[src/rtl/image_op_scheduler_pkg.sv]
// Shared definitions for the image op scheduler: FSM encoding, command width and field offsets.
// Requesters and benches import this to pack commands the same way the scheduler unpacks them.
package image_op_scheduler_pkg;

    typedef enum logic [1:0] {
        ST_IDLE  = 2'd0,
        ST_ISSUE = 2'd1,
        ST_RUN   = 2'd2,
        ST_DONE  = 2'd3
    } sched_state_t;

    localparam int OpcodeW = 3;

    // Command slot layout, MSB first: {opcode[2:0], invertX, invertY, translateX, translateY}
    function automatic int cmd_width(int w, int h);
        return 5 + w + h;
    endfunction

    function automatic int translate_x_lsb(int h);
        return h;
    endfunction

    function automatic int invert_y_bit(int w, int h);
        return w + h;
    endfunction

    function automatic int invert_x_bit(int w, int h);
        return w + h + 1;
    endfunction

    function automatic int opcode_lsb(int w, int h);
        return w + h + 2;
    endfunction

endpackage

[src/rtl/image_op_scheduler_if.sv]
// Requester and processor signals of the image op scheduler.
// slave is the scheduler side; master is the requester/processor side.
interface image_op_scheduler_if #(
    parameter int NumRequesters     = 4,
    parameter int WidthAddressSize  = 8,
    parameter int HeightAddressSize = 8
);
    import image_op_scheduler_pkg::*;

    localparam int CmdW = cmd_width(WidthAddressSize, HeightAddressSize);

    logic [NumRequesters-1:0]      req;
    logic [NumRequesters*CmdW-1:0] cmd;
    logic [NumRequesters-1:0]      gnt;
    logic [NumRequesters-1:0]      done;
    logic                          proc_ce;
    logic [OpcodeW-1:0]            proc_opcode;
    logic                          proc_invertX;
    logic                          proc_invertY;
    logic [WidthAddressSize-1:0]   proc_translateX;
    logic [HeightAddressSize-1:0]  proc_translateY;
    logic                          proc_busy;

    modport master (
        output req, cmd, proc_busy,
        input  gnt, done, proc_ce, proc_opcode, proc_invertX, proc_invertY,
               proc_translateX, proc_translateY
    );

    modport slave (
        input  req, cmd, proc_busy,
        output gnt, done, proc_ce, proc_opcode, proc_invertX, proc_invertY,
               proc_translateX, proc_translateY
    );

endinterface

[src/rtl/image_op_scheduler_rr_arbiter.sv]
// Combinational round-robin arbiter: searches from (last+1) mod N and returns
// a one-hot grant plus its index. With no request the index echoes last.
module rr_arbiter #(
    parameter  int N    = 4,
    localparam int IdxW = (N > 1) ? $clog2(N) : 1
) (
    input  logic [N-1:0]    req,
    input  logic [IdxW-1:0] last,
    output logic [N-1:0]    grant,
    output logic [IdxW-1:0] grant_idx
);

    logic found;
    int   cand;

    always_comb begin
        grant     = '0;
        grant_idx = last;
        found     = 1'b0;
        cand      = 0;
        for (int k = 1; k <= N; k++) begin
            cand = (int'(last) + k) % N;
            if (!found && req[IdxW'(cand)]) begin
                found                  = 1'b1;
                grant[IdxW'(cand)]     = 1'b1;
                grant_idx              = IdxW'(cand);
            end
        end
    end

endmodule

[src/rtl/image_op_scheduler.sv]
// Shares one image processor among NumRequesters command sources: round-robin grant,
// latched command drives the processor config, proc_ce handshake against proc_busy.
//
// state    | meaning
// ---------+--------------------------------------------------------------
// ST_IDLE  | proc_ce low; grant next requester and latch its command
// ST_ISSUE | proc_ce high; waiting for the processor to raise busy
// ST_RUN   | proc_ce high; waiting for busy to fall, then drop proc_ce
// ST_DONE  | proc_ce low; done pulse for owner, frame_count updated
module image_op_scheduler
    import image_op_scheduler_pkg::*;
#(
    parameter  int NumRequesters     = 4,
    parameter  int WidthAddressSize  = 8,
    parameter  int HeightAddressSize = 8,
    localparam int IdxW              = (NumRequesters > 1) ? $clog2(NumRequesters) : 1
) (
    input  logic                  clk,
    input  logic                  rst,
    image_op_scheduler_if.slave   bus,
    output logic [IdxW-1:0]       owner,
    output logic [15:0]           frame_count
);

    localparam int CmdW   = cmd_width(WidthAddressSize, HeightAddressSize);
    localparam int TxLsb  = translate_x_lsb(HeightAddressSize);
    localparam int InvYB  = invert_y_bit(WidthAddressSize, HeightAddressSize);
    localparam int InvXB  = invert_x_bit(WidthAddressSize, HeightAddressSize);
    localparam int OpLsb  = opcode_lsb(WidthAddressSize, HeightAddressSize);

    sched_state_t             state;
    logic [CmdW-1:0]          cmd_reg;
    logic [CmdW-1:0]          slot_cmd;
    logic [NumRequesters-1:0] arb_grant;
    logic [IdxW-1:0]          arb_idx;
    logic [NumRequesters-1:0] gnt_q;
    logic [NumRequesters-1:0] done_q;
    logic                     ce_q;

    rr_arbiter #(.N(NumRequesters)) u_arb (
        .req       (bus.req),
        .last      (owner),
        .grant     (arb_grant),
        .grant_idx (arb_idx)
    );

    always_comb begin
        slot_cmd = '0;
        for (int i = 0; i < NumRequesters; i++) begin
            if (arb_grant[i]) slot_cmd = bus.cmd[i*CmdW +: CmdW];
        end
    end

    always_ff @(posedge clk or posedge rst) begin
        if (rst) begin
            state       <= ST_IDLE;
            cmd_reg     <= '0;
            gnt_q       <= '0;
            done_q      <= '0;
            ce_q        <= 1'b0;
            frame_count <= '0;
            owner       <= IdxW'(NumRequesters - 1);
        end else begin
            gnt_q  <= '0;
            done_q <= '0;
            case (state)
                ST_IDLE: begin
                    if (|bus.req) begin
                        gnt_q   <= arb_grant;
                        owner   <= arb_idx;
                        cmd_reg <= slot_cmd;
                        ce_q    <= 1'b1;
                        state   <= ST_ISSUE;
                    end
                end
                ST_ISSUE: begin
                    if (bus.proc_busy) state <= ST_RUN;
                end
                ST_RUN: begin
                    // Drop enable on the same edge busy is seen low so the processor cannot relaunch.
                    if (!bus.proc_busy) begin
                        ce_q        <= 1'b0;
                        done_q      <= NumRequesters'(1) << owner;
                        frame_count <= frame_count + 16'd1;
                        state       <= ST_DONE;
                    end
                end
                ST_DONE: state <= ST_IDLE;
                default: state <= ST_IDLE;
            endcase
        end
    end

    assign bus.gnt             = gnt_q;
    assign bus.done            = done_q;
    assign bus.proc_ce         = ce_q;
    assign bus.proc_opcode     = cmd_reg[OpLsb +: OpcodeW];
    assign bus.proc_invertX    = cmd_reg[InvXB];
    assign bus.proc_invertY    = cmd_reg[InvYB];
    assign bus.proc_translateX = cmd_reg[TxLsb +: WidthAddressSize];
    assign bus.proc_translateY = cmd_reg[HeightAddressSize-1:0];

endmodule

[src/flat_wrapper.sv]
// flat-port wrapper written by rule: the top's interface ports become plain ports
module image_op_scheduler_flat import image_op_scheduler_pkg::*;
#(
    parameter  int NumRequesters     = 4,
    parameter  int WidthAddressSize  = 8,
    parameter  int HeightAddressSize = 8,
    localparam int IdxW              = (NumRequesters > 1) ? $clog2(NumRequesters) : 1
)
  (clk, rst, owner, frame_count, bus_req, bus_cmd, bus_proc_busy, bus_gnt, bus_done, bus_proc_ce, bus_proc_opcode, bus_proc_invertX, bus_proc_invertY, bus_proc_translateX, bus_proc_translateY);
  image_op_scheduler_if #(.NumRequesters(NumRequesters), .WidthAddressSize(WidthAddressSize), .HeightAddressSize(HeightAddressSize)) bus_i ();
  input  logic clk;
  input  logic rst;
  output logic [IdxW-1:0] owner;
  output logic [15:0] frame_count;
  input wire logic [$bits(bus_i.req)-1:0] bus_req;
  input wire logic [$bits(bus_i.cmd)-1:0] bus_cmd;
  input wire logic [$bits(bus_i.proc_busy)-1:0] bus_proc_busy;
  output wire logic [$bits(bus_i.gnt)-1:0] bus_gnt;
  output wire logic [$bits(bus_i.done)-1:0] bus_done;
  output wire logic [$bits(bus_i.proc_ce)-1:0] bus_proc_ce;
  output wire logic [$bits(bus_i.proc_opcode)-1:0] bus_proc_opcode;
  output wire logic [$bits(bus_i.proc_invertX)-1:0] bus_proc_invertX;
  output wire logic [$bits(bus_i.proc_invertY)-1:0] bus_proc_invertY;
  output wire logic [$bits(bus_i.proc_translateX)-1:0] bus_proc_translateX;
  output wire logic [$bits(bus_i.proc_translateY)-1:0] bus_proc_translateY;
  assign bus_i.req = bus_req;
  assign bus_i.cmd = bus_cmd;
  assign bus_i.proc_busy = bus_proc_busy;
  assign bus_gnt = bus_i.gnt;
  assign bus_done = bus_i.done;
  assign bus_proc_ce = bus_i.proc_ce;
  assign bus_proc_opcode = bus_i.proc_opcode;
  assign bus_proc_invertX = bus_i.proc_invertX;
  assign bus_proc_invertY = bus_i.proc_invertY;
  assign bus_proc_translateX = bus_i.proc_translateX;
  assign bus_proc_translateY = bus_i.proc_translateY;
  image_op_scheduler #(.NumRequesters(NumRequesters), .WidthAddressSize(WidthAddressSize), .HeightAddressSize(HeightAddressSize)) u_core (.clk(clk), .rst(rst), .bus(bus_i), .owner(owner), .frame_count(frame_count));
endmodule
[config.mk]
export PLATFORM = sky130hd
export DESIGN_NAME = image_op_scheduler_flat
export DESIGN_NICKNAME = d
export VERILOG_FILES = /design/src/rtl/image_op_scheduler_pkg.sv /design/src/rtl/image_op_scheduler_if.sv /design/src/rtl/image_op_scheduler_rr_arbiter.sv /design/src/rtl/image_op_scheduler.sv /design/src/flat_wrapper.sv
export SDC_FILE = /design/constraint.sdc
export NUM_CORES = 1
export LEC_CHECK = 0
export ABC_CLOCK_PERIOD_IN_PS = 5520
export CAP_MARGIN = 5
export CORE_UTILIZATION = 35
export CTS_CLUSTER_SIZE = 14
export DETAILED_ROUTE_END_ITERATION = 12
export GPL_TIMING_DRIVEN = 1
export MAX_ROUTING_LAYER = met4
export PLACE_DENSITY = 0.69
export SKIP_LAST_GASP = 1
export SYNTH_ARGS = -nofsm -noshare
export SYNTH_HDL_FRONTEND = slang
export SYNTH_SLANG_ARGS = --single-unit
export TNS_END_PERCENT = 20
[constraint.sdc]
create_clock -name clk -period 5.52 [get_ports clk]
set_input_delay 0.552 -clock clk [delete_from_list [all_inputs] [get_ports clk]]
set_output_delay 0.552 -clock clk [all_outputs]
set_load 0.05 [all_outputs]
==> impl_results.md <==
- Register area: 1254 sq um
- EDFF count, synth: 0
- Layout Nets: 534
- H-tree depth: 2
- Worst hold path class: register to register
- Vias in the first global route: 2886
- First-pass GRT wire length: 13.77 mm
- Initial DRC count: 95
- Multi-input logic area: 1720 sq um
- Area of the core: 8678 sq um
- Vias per cell: 5.389
- Crit path kind: register to register
- Final min period: 3.779 ns
- Setup violations, final: 0
- Synth unique cells: 50
- Drc violations: 0
- Crit path to: u_core.cmd_reg[9]
- Worst slew margin: 23.56%
- Gate count of the mapped netlist: 305
- Row count: 34
- CTS buffer count: 5
- Power density cells: 652.1 nW/um^2
- # IOs: 139
- N_diodes: 0
- Hold_ws: 0.4817 ns
- Number of port buffers: 138
- Die Y: 96.33 um
- R2R depth: 11
- Crit path launch type: register
- Root Driver: clkbuf_8
- Final period utilization: 68.46%
- RSZ-0062 raised after global routing: no
- HP Start: u_core.frame_count[15]
- CTS sink count: 50
- Worst EP arrival: 3.96 ns
- GR Util All Layers: 19.68%
- Post-CTS Setup Inserts: 0
- Final instance area: 4648 sq um
- Crit. End Element: register
- Dpl cells: 532
- Sequential cell area fraction in the yosys report: 40.26%
- Max Cap Viol: 0
- Max VDD drop: 0.4937 mV
- DRT Pass-1 Iters: 4
- Initial antenna violation count: 0
- CTS Hold Bufs: 0
- Worst Setup SP: u_core.owner[0]
- Synthesized area per cell: 10.21 sq um
- RD Place Congestion: 0.8040
- Largest net degree at the start of global routing: 51
- Grt total ovfl: 0
- DP HPWL: 6.475 mm
- Final-report max-slew violation count: 0
- WL/cell: 16.53 um
- Placed inst area: 4536 sq um
- Final Routed Wirelength: 8.924 mm
- Leak: 1.814 nW
- Synth async-reset ratio: 100.0%
- Run status: finished, final reports clean
- Max FFs per register: 21
- Chip width: 96.33 um
- Worst-path maximum fanout: 23
- CP Data Required Time: 5.70 ns
- Final ANT Viol Nets: 0
- Final TNS setup: 0 ns
- Vias: 2910
- CTS Buffer Depth: 2
- Non-filler cells, final: 540
- Share of cells above drive strength 1: 12.27%
- Hold violation total from the final report: 0
- Maximum clock frequency: 264.6 MHz
- Fin Clk Skew: 0.007910 ns
- CTS tree: done
- Post-synth design cell area: 3114 sq um
- Least-Margin Pin Slew: 1.147 ns
- Yosys reg bits: 50
- Initial Util: 35.89%
- Synthesis Warnings: 0
- Flop2flop setup slack: 1.74 ns
- Syn Nets: 408
- R2r startpoint: u_core.owner[0]
- Synth Flop Type: dfrtp_1
- Layout filler cell count: 816
- Layout area overhead: 49.26%
- Hold depth: 1
- Worst-Skew Late Latency: 0.30 ns
- Worst r2r dst: u_core.cmd_reg[9]
- Post-cts sizing count: 0
- Reg clk slew, reported paths: 0.10 ns
- DIE AREA: 9279 sq um
==> cell type report <==
class                   instances  share of cell area (%)
clock inverters                 3                  0.9421
well taps                     108                   2.907
repair buffers                141                   30.20
flip-flops and latches         50                   26.97
inverters                       6                  0.4845
clock buffers                   5                   1.480
multi-input cells             227                   37.01
==> layout by cell type, fill, tap and decap left out, types with 2 or more instances in the layout <==
cell type        count
ha_1                12
buf_4                3
nand2b_1             5
dfstp_2              2
mux4_2               4
nand3_1              5
o21ai_1             19
inv_2                2
inv_1                4
o211ai_1             2
nor2b_1              3
o21ai_0              4
nor3_1               2
xnor2_1             12
a221oi_1             3
o22ai_1             25
dfrtp_1             48
a221oi_2            20
and3_1               2
and2_1               6
a221o_2              2
nor2_1              31
xor2_1               4
nand2_1             11
mux2i_1              5
nand4_1              4
clkbuf_8             5
clkdlybuf4s50_1    138
mux2_2               2
a21oi_1             25
==> worst min path at each step <==
stage                              to  slack [ns]
2_1_floorplan         u_core.state[0]        0.50
3_3_place_gp   u_core.frame_count[15]        0.46
3_5_place_dp   u_core.frame_count[15]        0.47
4_1_cts        u_core.frame_count[15]        0.49
5_1_grt         u_core.frame_count[4]        0.53
6_report       u_core.frame_count[15]        0.48
==> cell usage after synthesis (6+ instances only) <==
| library cell | instances | area [sq um] |
|---|---|---|
| clkbuf_1 | 8 | 30.03 |
| and2_1 | 6 | 37.54 |
| o21ai_1 | 20 | 100.1 |
| buf_2 | 6 | 30.03 |
| dfrtp_1 | 48 | 1201 |
| nand2_1 | 11 | 41.29 |
| a21oi_1 | 25 | 125.1 |
| nor2_1 | 31 | 116.4 |
| o22ai_1 | 25 | 156.4 |
| xnor2_1 | 12 | 105.1 |
| a221oi_2 | 20 | 300.3 |
| ha_1 | 12 | 150.1 |
==> metrics by stage <==
stage          setup WS, ns  utilization, %  total power [mW]
6_report              1.741           53.56             3.031
4_1_cts               1.685           53.56             3.057
3_5_place_dp          1.703           52.26             2.789
2_1_floorplan         2.234               -             2.233
3_3_place_gp          1.761           52.26             2.756
5_1_grt               1.469           53.56             3.233
==> worst max-delay path, stage by stage (launching register included) <==
cell and delay, ns:
dfstp_2 0.79, inv_2 0.15, ha_1 0.48, mux4_2 0.49, nor4b_4 0.32, nand2_1 0.11, o21ai_2 0.07, buf_4 0.37
nor2_2 0.07, buf_4 0.26, a221oi_1 0.38, o22ai_1 0.15
==> kinds of logic (layout without fill, tap and decap cells) <==
kind of cell               count (synthesis)  in the layout  synth area share [%]
buffers and inverters                     28            155                 4.701
AOI/OAI and AO/OA                        109            109                 27.00
xor gates and xnor gates                  16             16                 4.500
adders and majority gates                 12             12                 4.821
and+or+nand+nor                           78             78                 13.02
muxes                                     12             12                 5.705
DFF                                       50             50                 40.26
==> where the power goes <==
| part | total [mW] | switching (mW) | internal (mW) |
|---|---|---|---|
| registers | 0.628 | 0.120 | 0.508 |
| logic | 2.14 | 1.32 | 0.820 |
| clock network | 0.260 | 0.124 | 0.136 |
| total | 3.03 | 1.57 | 1.46 |
==> layer usage <==
layer / wire length (um) / vias up / GRT usage (%)
li1: - / 1393 / -
met1: 3915 / 1416 / 25.80
met2: 4407 / 97 / 32.33
met3: 559 / 4 / 3.555
met4: 41 / 0 / 3.186
met5: 0 / - / -
No activity file was read; power rests on OpenSTA's default activity.
